$ cat src/rtl/fetch_queue_pkg.sv
// Shared types for the instruction fetch queue: datapath width and the stored {pc, instr} entry.
package fetch_pkg;

    localparam int unsigned XLEN = 32;

    typedef struct packed {
        logic [XLEN-1:0] pc;
        logic [XLEN-1:0] instr;
    } fetch_entry_t;

endpackage

$ cat src/rtl/fetch_queue_if.sv
// Fetch-side and decode-side valid/ready handshakes of the fetch queue.
// master: the fetch/decode environment; slave: the queue itself.
interface fetch_queue_if;
    import fetch_pkg::*;

    logic            in_valid;
    logic            in_ready;
    logic [XLEN-1:0] in_pc;
    logic [XLEN-1:0] in_instr;
    logic            out_valid;
    logic            out_ready;
    logic [XLEN-1:0] out_pc;
    logic [XLEN-1:0] out_instr;

    modport master (
        output in_valid, in_pc, in_instr, out_ready,
        input  in_ready, out_valid, out_pc, out_instr
    );

    modport slave (
        input  in_valid, in_pc, in_instr, out_ready,
        output in_ready, out_valid, out_pc, out_instr
    );

endinterface

$ cat src/rtl/fetch_queue_fq_ptr.sv
// Wrap-around queue pointer: advances on inc, returns to 0 on clr (clr wins).
module fq_ptr #(
    parameter int unsigned DEPTH = 4,
    localparam int unsigned PW   = (DEPTH > 1) ? $clog2(DEPTH) : 1
) (
    input  logic          clk,
    input  logic          rst_n,
    input  logic          clr,
    input  logic          inc,
    output logic [PW-1:0] ptr
);

    logic [PW-1:0] ptr_q;
    logic [PW-1:0] ptr_d;

    // Next pointer: clear, wrap at DEPTH-1, or step by one.
    always_comb begin
        ptr_d = ptr_q;
        if (clr) begin
            ptr_d = '0;
        end else if (inc) begin
            ptr_d = (ptr_q == PW'(DEPTH - 1)) ? '0 : ptr_q + 1'b1;
        end
    end

    // Pointer register.
    always_ff @(posedge clk or negedge rst_n) begin
        if (!rst_n) begin
            ptr_q <= '0;
        end else begin
            ptr_q <= ptr_d;
        end
    end

    assign ptr = ptr_q;

endmodule

$ cat src/rtl/fetch_queue.sv
// Instruction fetch queue: in-order buffer of {pc, instr} pairs between instruction memory
// and decode. flush clears the queue on a redirect.
// Optional build macro FETCH_QUEUE_BYPASS_EN: when the queue is empty, the incoming pair is
// presented to decode in the same cycle and consumed without being stored if decode accepts.
module fetch_queue
    import fetch_pkg::*;
#(
    parameter int unsigned DEPTH = 4
) (
    input  logic                       clk,
    input  logic                       rst_n,
    input  logic                       flush,
    fetch_queue_if.slave               bus,
    output logic [$clog2(DEPTH+1)-1:0] count
);

    localparam int unsigned CW = $clog2(DEPTH + 1);
    localparam int unsigned PW = (DEPTH > 1) ? $clog2(DEPTH) : 1;

    fetch_entry_t  mem_q [DEPTH];
    fetch_entry_t  head;
    logic [CW-1:0] count_q;
    logic [CW-1:0] count_d;
    logic [PW-1:0] rd_ptr;
    logic [PW-1:0] wr_ptr;
    logic          empty;
    logic          full;
    logic          push;
    logic          pop;

    assign empty = (count_q == '0);
    assign full  = (count_q == CW'(DEPTH));
    assign head  = mem_q[rd_ptr];

    assign bus.in_ready = ~full;

    // Output presentation; the bypass path only exists with the macro defined.
    always_comb begin
        bus.out_valid = ~empty;
        bus.out_pc    = head.pc;
        bus.out_instr = head.instr;
`ifdef FETCH_QUEUE_BYPASS_EN
        if (empty && !flush) begin
            bus.out_valid = bus.in_valid;
            bus.out_pc    = bus.in_pc;
            bus.out_instr = bus.in_instr;
        end
`endif
    end

    // flush swallows both handshakes of its cycle. A bypassed pair is written and popped in
    // the same cycle, so both pointers advance and count stays 0.
    assign push = bus.in_valid & bus.in_ready & ~flush;
    assign pop  = bus.out_valid & bus.out_ready & ~flush;

    // Occupancy: next = count + push - pop, cleared by flush.
    always_comb begin
        count_d = count_q;
        if (flush) begin
            count_d = '0;
        end else begin
            unique case ({push, pop})
                2'b10:   count_d = count_q + 1'b1;
                2'b01:   count_d = count_q - 1'b1;
                default: count_d = count_q;
            endcase
        end
    end

    // Occupancy register.
    always_ff @(posedge clk or negedge rst_n) begin
        if (!rst_n) begin
            count_q <= '0;
        end else begin
            count_q <= count_d;
        end
    end

    // Entry storage; flush leaves contents in place, only pointers/count are cleared.
    always_ff @(posedge clk or negedge rst_n) begin
        if (!rst_n) begin
            for (int i = 0; i < DEPTH; i++) begin
                mem_q[i] <= '0;
            end
        end else if (push) begin
            mem_q[wr_ptr] <= '{pc: bus.in_pc, instr: bus.in_instr};
        end
    end

    fq_ptr #(
        .DEPTH (DEPTH)
    ) u_wr_ptr (
        .clk   (clk),
        .rst_n (rst_n),
        .clr   (flush),
        .inc   (push),
        .ptr   (wr_ptr)
    );

    fq_ptr #(
        .DEPTH (DEPTH)
    ) u_rd_ptr (
        .clk   (clk),
        .rst_n (rst_n),
        .clr   (flush),
        .inc   (pop),
        .ptr   (rd_ptr)
    );

    assign count = count_q;

endmodule

$ cat src/flat_wrapper.sv
// flat-port wrapper written by rule: the top's interface ports become plain ports
module fetch_queue_flat import fetch_pkg::*;
#(
    parameter int unsigned DEPTH = 4
)
  (clk, rst_n, flush, count, bus_in_valid, bus_in_pc, bus_in_instr, bus_out_ready, bus_in_ready, bus_out_valid, bus_out_pc, bus_out_instr);
  fetch_queue_if bus_i ();
  input  logic clk;
  input  logic rst_n;
  input  logic flush;
  output logic [$clog2(DEPTH+1)-1:0] count;
  input wire logic [$bits(bus_i.in_valid)-1:0] bus_in_valid;
  input wire logic [$bits(bus_i.in_pc)-1:0] bus_in_pc;
  input wire logic [$bits(bus_i.in_instr)-1:0] bus_in_instr;
  input wire logic [$bits(bus_i.out_ready)-1:0] bus_out_ready;
  output wire logic [$bits(bus_i.in_ready)-1:0] bus_in_ready;
  output wire logic [$bits(bus_i.out_valid)-1:0] bus_out_valid;
  output wire logic [$bits(bus_i.out_pc)-1:0] bus_out_pc;
  output wire logic [$bits(bus_i.out_instr)-1:0] bus_out_instr;
  assign bus_i.in_valid = bus_in_valid;
  assign bus_i.in_pc = bus_in_pc;
  assign bus_i.in_instr = bus_in_instr;
  assign bus_i.out_ready = bus_out_ready;
  assign bus_in_ready = bus_i.in_ready;
  assign bus_out_valid = bus_i.out_valid;
  assign bus_out_pc = bus_i.out_pc;
  assign bus_out_instr = bus_i.out_instr;
  fetch_queue #(.DEPTH(DEPTH)) u_core (.clk(clk), .rst_n(rst_n), .flush(flush), .bus(bus_i), .count(count));
endmodule
$ cat config.mk
export PLATFORM = sky130hd
export DESIGN_NAME = fetch_queue_flat
export DESIGN_NICKNAME = d
export VERILOG_FILES = /design/src/rtl/fetch_queue_pkg.sv /design/src/rtl/fetch_queue_if.sv /design/src/rtl/fetch_queue_fq_ptr.sv /design/src/rtl/fetch_queue.sv /design/src/flat_wrapper.sv
export SDC_FILE = /design/constraint.sdc
export NUM_CORES = 1
export LEC_CHECK = 0
export BUFFER_PORTS_ARGS = -buffer_cell sky130_fd_sc_hd__buf_2
export CORE_MARGIN = 2
export CORE_UTILIZATION = 58
export DETAILED_ROUTE_END_ITERATION = 7
export PLACE_DENSITY_LB_ADDON = 0.08
export SLEW_MARGIN = 20
export SYNTH_ARGS = -nofsm -noshare
export SYNTH_HDL_FRONTEND = slang
export SYNTH_HIERARCHICAL = 1
export SYNTH_SLANG_ARGS = --single-unit
$ cat constraint.sdc
create_clock -name clk -period 2.45 [get_ports clk]
set_clock_uncertainty 0.2 [all_clocks]
set_input_delay 0 -clock clk [delete_from_list [all_inputs] [get_ports clk]]
set_output_delay 0 -clock clk [all_outputs]
set_load 0.03 [all_outputs]
# --- Yosys cells after proc, flatten, opt, wreduce, memory -nomap -nowiden ---
# Index checks and enable logic that the tools add are counted.
word_totals:
  ff_bits: 263
  input_bits: 69
op_classes:
  addsub: 4
  n_eq_ne: 5
  n_reduce_logical: 5
  magnitude_cmp: 3
  mux: 14
  bitwise_logic: 9
ops:
  columns: ["operator", "n"]
  rows:
  - ["256-bit bitwise mux", 1]
  - ["64-bit 2-to-1 mux", 3]
  - ["64-bit binary-select mux with 2-bit select", 1]
  - ["64-bit demux with 2-bit select", 1]
  - ["2-bit 2-to-1 mux", 6]
  - ["2-bit == test, second input constant", 3]
  - ["3-bit >= comparator, second input constant", 2]
  - ["2-bit NOT with 3-bit output", 2]
  - ["3-bit case mux with 2 select lines", 1]
  - ["2-bit by 1-bit adder with 2-bit output, second input constant", 2]
  - ["1-bit bitwise AND", 4]
  - ["2-bit nonzero test", 2]
  - ["3-bit by 1-bit adder with 3-bit output, second input constant", 1]
  - ["3-bit == test, second input constant", 1]
  - ["3-bit zero test", 1]
  - ["3-bit by 1-bit < comparator with 1-bit output, second input constant", 1]
  - ["3-bit 2-to-1 mux", 1]
  - ["1-bit NOT", 3]
  - ["3-bit nonzero test", 1]
  - ["3-bit by 1-bit subtractor with 3-bit output, second input constant", 1]
  - ["2-bit by 1-bit == test with 1-bit output, second input constant", 1]
  - ["1-bit logical AND", 1]

# --- Depth between registers and ports, before layout ---
depth:
  ltp_word: 7
  ltp_mapped: 8
  mapped_depth_nobuf: 7

# --- Modules after synthesis ---
# The synthesis kept the hierarchy.
by_module_without_submodules:
  columns: ["mod", "cells_per_inst", "seq_area_each_um2", "instances", "area_each_um2"]
  rows:
  - ["fetch_queue", 664, 6481.2, 1, 11543.6]
  - ["fq_ptr", 8, 50.0, 2, 100.1]

# --- Least setup slack after synthesis ---
# No wires, ideal clock.
synth_path:
  path_kind: "register to register"
  startpoint: "register u_core.count_q[0], in the netlist u_core/count[0]"
  endpoint: "register u_core.count_q[1], in the netlist u_core/count[1]"
  t_arrival_ns: 2.106
  period_less_slack_ns: 2.454
  slack_ns: -0.004
  stages_incl_launch_ff: 7
  setup_ns: 0.148
  path_cell_list: "dfrtp_1 -> nor2_2 -> a211oi_1 -> a21boi_0 -> fa_1 -> o22ai_1 -> a2111oi_0"
synth_between:
  elab_chain_cells: 7
synth_lines:
  columns: ["element", "line", "rtl"]
  rows:
  - ["from (decl)", "fetch_queue.sv:22", "logic [CW-1:0] count_q;"]
  - ["from (signal assigned)", "fetch_queue.sv:75", "count_q <= count_d;"]
  - ["3-bit zero test *", "fetch_queue.sv:31", "assign empty = (count_q == '0);"]
  - ["1-bit NOT *", "fetch_queue.sv:39", "bus.out_valid = ~empty;"]
  - ["1-bit bitwise AND * (2 in series)", "fetch_queue.sv:54", "assign pop = bus.out_valid & bus.out_ready & ~flush;"]
  - ["via u_core.pop", "fetch_queue.sv:29", "logic pop;"]
  - ["2-bit by 1-bit == test with 1-bit output / 2-bit == test (equally long branches)", "fetch_queue.sv:62", "unique case ({push, pop})"]
  - ["3-bit case mux with 2 select lines", "fetch_queue.sv:62", null]
  - ["3-bit 2-to-1 mux", "fetch_queue.sv:59", "if (flush) begin"]
# Mark *: on every way through the listed nets, which the timed path passes. The rest lies on a longest branch.
# A chain may end at the register's enable or synchronous reset.

# --- Final worst setup path ---
# Ends and elaborated chain as after synthesis.

==> summary.txt <==
Status
  • Status: completed

Timing
  • Hold Fails Final Rpt: 0
  • RSZ-0062 raised after global routing: false
  • Slew Limit Fails: 0
  • Slew at the pin closest to its max-slew limit: ~0.72 ns
  • TNS Setup: 0 ns
  • Tmin final: 2.34 ns
  • Slew headroom: between 50 and 60%
  • Final setup viols: 0
  • Worst setup margin: 0.107 ns
  • Tcrit/Tclk final: 95.6%
  • Max Clk Rate: 427 MHz

Clocking
  • H-tree levels: 1
  • CTS buffer count: 28
  • CTS tree: built
  • Clock Tree Buf Depth: 3
  • Clock tree sinks: roughly 260
  • CTS clk-pin slew, worst paths: approximately 0.060 ns
  • Clk_lat worst skew: 0.53 ns
  • Root Driver: clkbuf_16

Worst setup path
  • Critical path peak fanout: 4
  • Crit path launch type: flip-flop
  • R2r setup slk: 0.11 ns
  • CP max stage cell: fa_1
  • Critical Path RT: 2.65 ns
  • Max incr delay on CP: roughly 0.56 ns
  • Crit Reg-Reg Endpoint: u_core/count[1]
  • Critical-path cell list: nor2_4, a211oi_1, a21boi_0, fa_1, o22ai_1, a2111oi_0
  • Critical Path Sink Type: flip-flop
  • Setup CP Type: flip-flop to flip-flop
  • CP Data Arrival Time: between 2 and 3 ns
  • Worst r2r src: u_core/count[0]
  • Reg2reg path depth: 6

Yosys
  • Synth Instances: 680
  • Yosys Warn Count: 6
  • Yosys reg bits: 263
  • Syn Std Cell Area: around 0.012 mm²
  • Seq/Total Area, Yosys: 56.0%
  • Mean post-synth cell area: 17.3 µm²
  • Syn nets: 752
  • Distinct cells, synth: 37

GRT
  • Largest net degree at the start of global routing: 93
  • Vias in the first global route: 7,762
  • GRT Total Usage: 23.8%
  • Total global routing overflow: 0
  • Initial antenna violation count: 0
  • First-pass GRT wire length: just over 40 mm

Placement
  • IO Port Bufs: 137
  • Pre-CTS setup slack: 0.0690 ns
  • GP Congestion: 0.785
  • DP Wirelength: 15.2 mm

Final layout
  • Most frequent cells in the layout: dfrtp_1 (260), mux2_2 (196), buf_2 (136)
  • Nets: 972
  • Fill cell count: 1,288
  • ANT cells: 0
  • Layout cell share with drive strength beyond 1: 58.5%
  • Area grow syn2layout: 24.0%
  • Most common cell after layout, fill and taps aside: dfrtp_1

Power and ir drop
  • Sw Share: approximately 28%
  • Total power: 13.7 mW
  • Comb power frac: between 20% and 30%
  • Power Density: 938 mW/mm²
  • Worst IR Drop VDD: 0.580 mV
  • Clock power frac: between 30% and 40%
  • Leak: 6.91 nW
  • Sw Pwr: about 3.8 mW
  • Sequential Power Share: 42.9%
  • Int Power: 9.81 mW

Detailed routing
  • Total Wirelength: 24.6 mm
  • First-pass iteration count of the detailed router: 4
  • DRT iter0 DRCs: 258
  • DR vias: 6,781
  • Drt drc: 0
  • Post-route ant nets: 0
  • Via density: 5.69
  • Routed len/inst: between 20 and 25 µm

Floorplan
  • Core region area: 0.0200 mm²
  • I/O pin count: 138
  • Starting density of the core: 58.6%
  • Core Rows: 52
  • Die area: roughly 0.021 mm²
  • Die Ht: 146 µm
  • Die X: 146 µm

Worst hold path
  • Hold Crit Endpoint: u_core/mem_q[199]
  • Worst hold path class: primary input to flip-flop
  • Min-delay src: bus_in_instr[7]
  • Worst Hold Path Cells: 3

Job
  • Max_cap viols: 0
critical path: cells and delay by family (launching register included):
family / cells / cell delay [ns]
AOI/OAI and AO/OA: 4 / 0.84
adders and majority gates: 1 / 0.56
and+or+nand+nor: 1 / 0.19
DFF: 1 / 0.42
power by group through the flow:
| stage | Combinational [mW] | Sequential (mW) | Clock, mW |
|---|---|---|---|
| final | 3.51 | 5.86 | 4.28 |
| after global routing | 3.73 | 5.99 | 4.60 |
| after CTS | 3.55 | 5.86 | 4.38 |
| after detailed placement | 3.43 | 5.93 | 0 |
| after global placement | 3.31 | 5.82 | 0 |
| after floorplan | 2.64 | 5.75 | 0 |
through the flow:
| stage | cell area, µm² | hold WS (ns) | std cells | util (%) |
|---|---|---|---|---|
| final | 14600 | 0.0728 | 1191 | 72.7 |
| after CTS | 14600 | 0.0481 | 1191 | 72.6 |
| after global placement | 12900 | -0.143 | 1068 | 64.3 |
| after global routing | 14600 | 0.0718 | 1191 | 72.7 |
| after floorplan | 11700 | -0.496 | 680 | - |
| after detailed placement | 12900 | -0.136 | 1068 | 64.3 |
what timing repair did:
| action | CTS | global route |
|---|---|---|
| hold endpoints to repair | 526 | 0 |
| setup buffers | 2 | 0 |
| hold buffers | 70 | 0 |
| endpoints found under the setup margin | 46 | 1 |
| gates resized for setup | 0 | 1 |
logic make-up after synthesis:
family                   after synthesis  synth area share [%]
multiplexers                         322                  38.9
adder cells (fa/ha/maj)                3                 0.384
flip-flops                           263                  56.0
buffers and inverters                 48                  2.24
XOR/XNOR                               1                0.0746
AND/OR/NAND/NOR                       26                  1.26
AO/OA/AOI/OAI                         17                  1.10
Yosys cell counts:
cell / count / area share [%]
a21boi_0: 1 / 0.064
a2111oi_0: 2 / 0.15
nor3b_1: 1 / 0.064
and3_1: 1 / 0.053
or3b_1: 3 / 0.22
buf_6: 6 / 0.58
nor2_1: 4 / 0.13
buf_2: 27 / 1.2
buf_4: 1 / 0.064
xor2_1: 1 / 0.075
a21oi_1: 1 / 0.043
inv_1: 4 / 0.13
a21oi_4: 1 / 0.14
nor2_2: 1 / 0.053
mux2_2: 196 / 19
a211oi_1: 1 / 0.064
fa_1: 1 / 0.17
a31oi_1: 1 / 0.053
o22ai_1: 1 / 0.053
nand2_1: 5 / 0.16
a221oi_1: 1 / 0.075
dfrtp_1: 263 / 56
buf_1: 2 / 0.064
mux4_2: 64 / 12
nand3b_1: 2 / 0.13
ha_1: 2 / 0.21
or2_2: 1 / 0.053
o21ai_0: 4 / 0.17
nand3_1: 3 / 0.13
nand2b_1: 4 / 0.21
mux2_4: 60 / 7.7
clkbuf_1: 8 / 0.26
a21oi_2: 2 / 0.15
nand4_1: 1 / 0.053
a31o_2: 1 / 0.075
a21o_1: 1 / 0.064
mux2i_1: 2 / 0.17
sequential cells by signal (all words and copies together) (netlist names):
register             cells
u_core/u_wr_ptr/ptr      2
u_core/count             3
u_core/mem_q           256
u_core/u_rd_ptr/ptr      2
worst max-delay path by stage:
stage	from	end	slack (ns)	cells after the start
after global routing	u_core/count[1]	u_core/count[1]	0.02	6
after floorplan	u_core/count[2]	u_core/count[1]	0.01	6
after detailed placement	u_core/count[0]	u_core/count[1]	0.07	6
after CTS	u_core/count[0]	u_core/count[1]	0.05	6
after global placement	u_core/count[0]	u_core/count[1]	0.18	6
final	u_core/count[0]	u_core/count[1]	0.11	6
per-layer routing:
| layer | GRT usage, % | up-vias | routed length, µm |
|---|---|---|---|
| met5 | 0 | - | 0 |
| met4 | 4.71 | 0 | 323 |
| met3 | 3.94 | 34 | 1050 |
| met2 | 41.3 | 133 | 12600 |
| met1 | 32.4 | 3612 | 10600 |
| li1 | - | 3002 | - |
area by class of cell:
| class | count | area [µm²] | area share (%) |
|---|---|---|---|
| Timing Repair Buffer | 234 | 1750 | 12.0 |
| Multi-Input combinational cell | 369 | 4910 | 33.7 |
| Clock buffer | 42 | 823 | 5.65 |
| Clock inverter | 9 | 135 | 0.928 |
| Tap cell | 270 | 338 | 2.32 |
| Inverter | 4 | 15.0 | 0.103 |
| Sequential cell | 263 | 6590 | 45.3 |
Note: power is estimated with default switching activity, not from simulation.
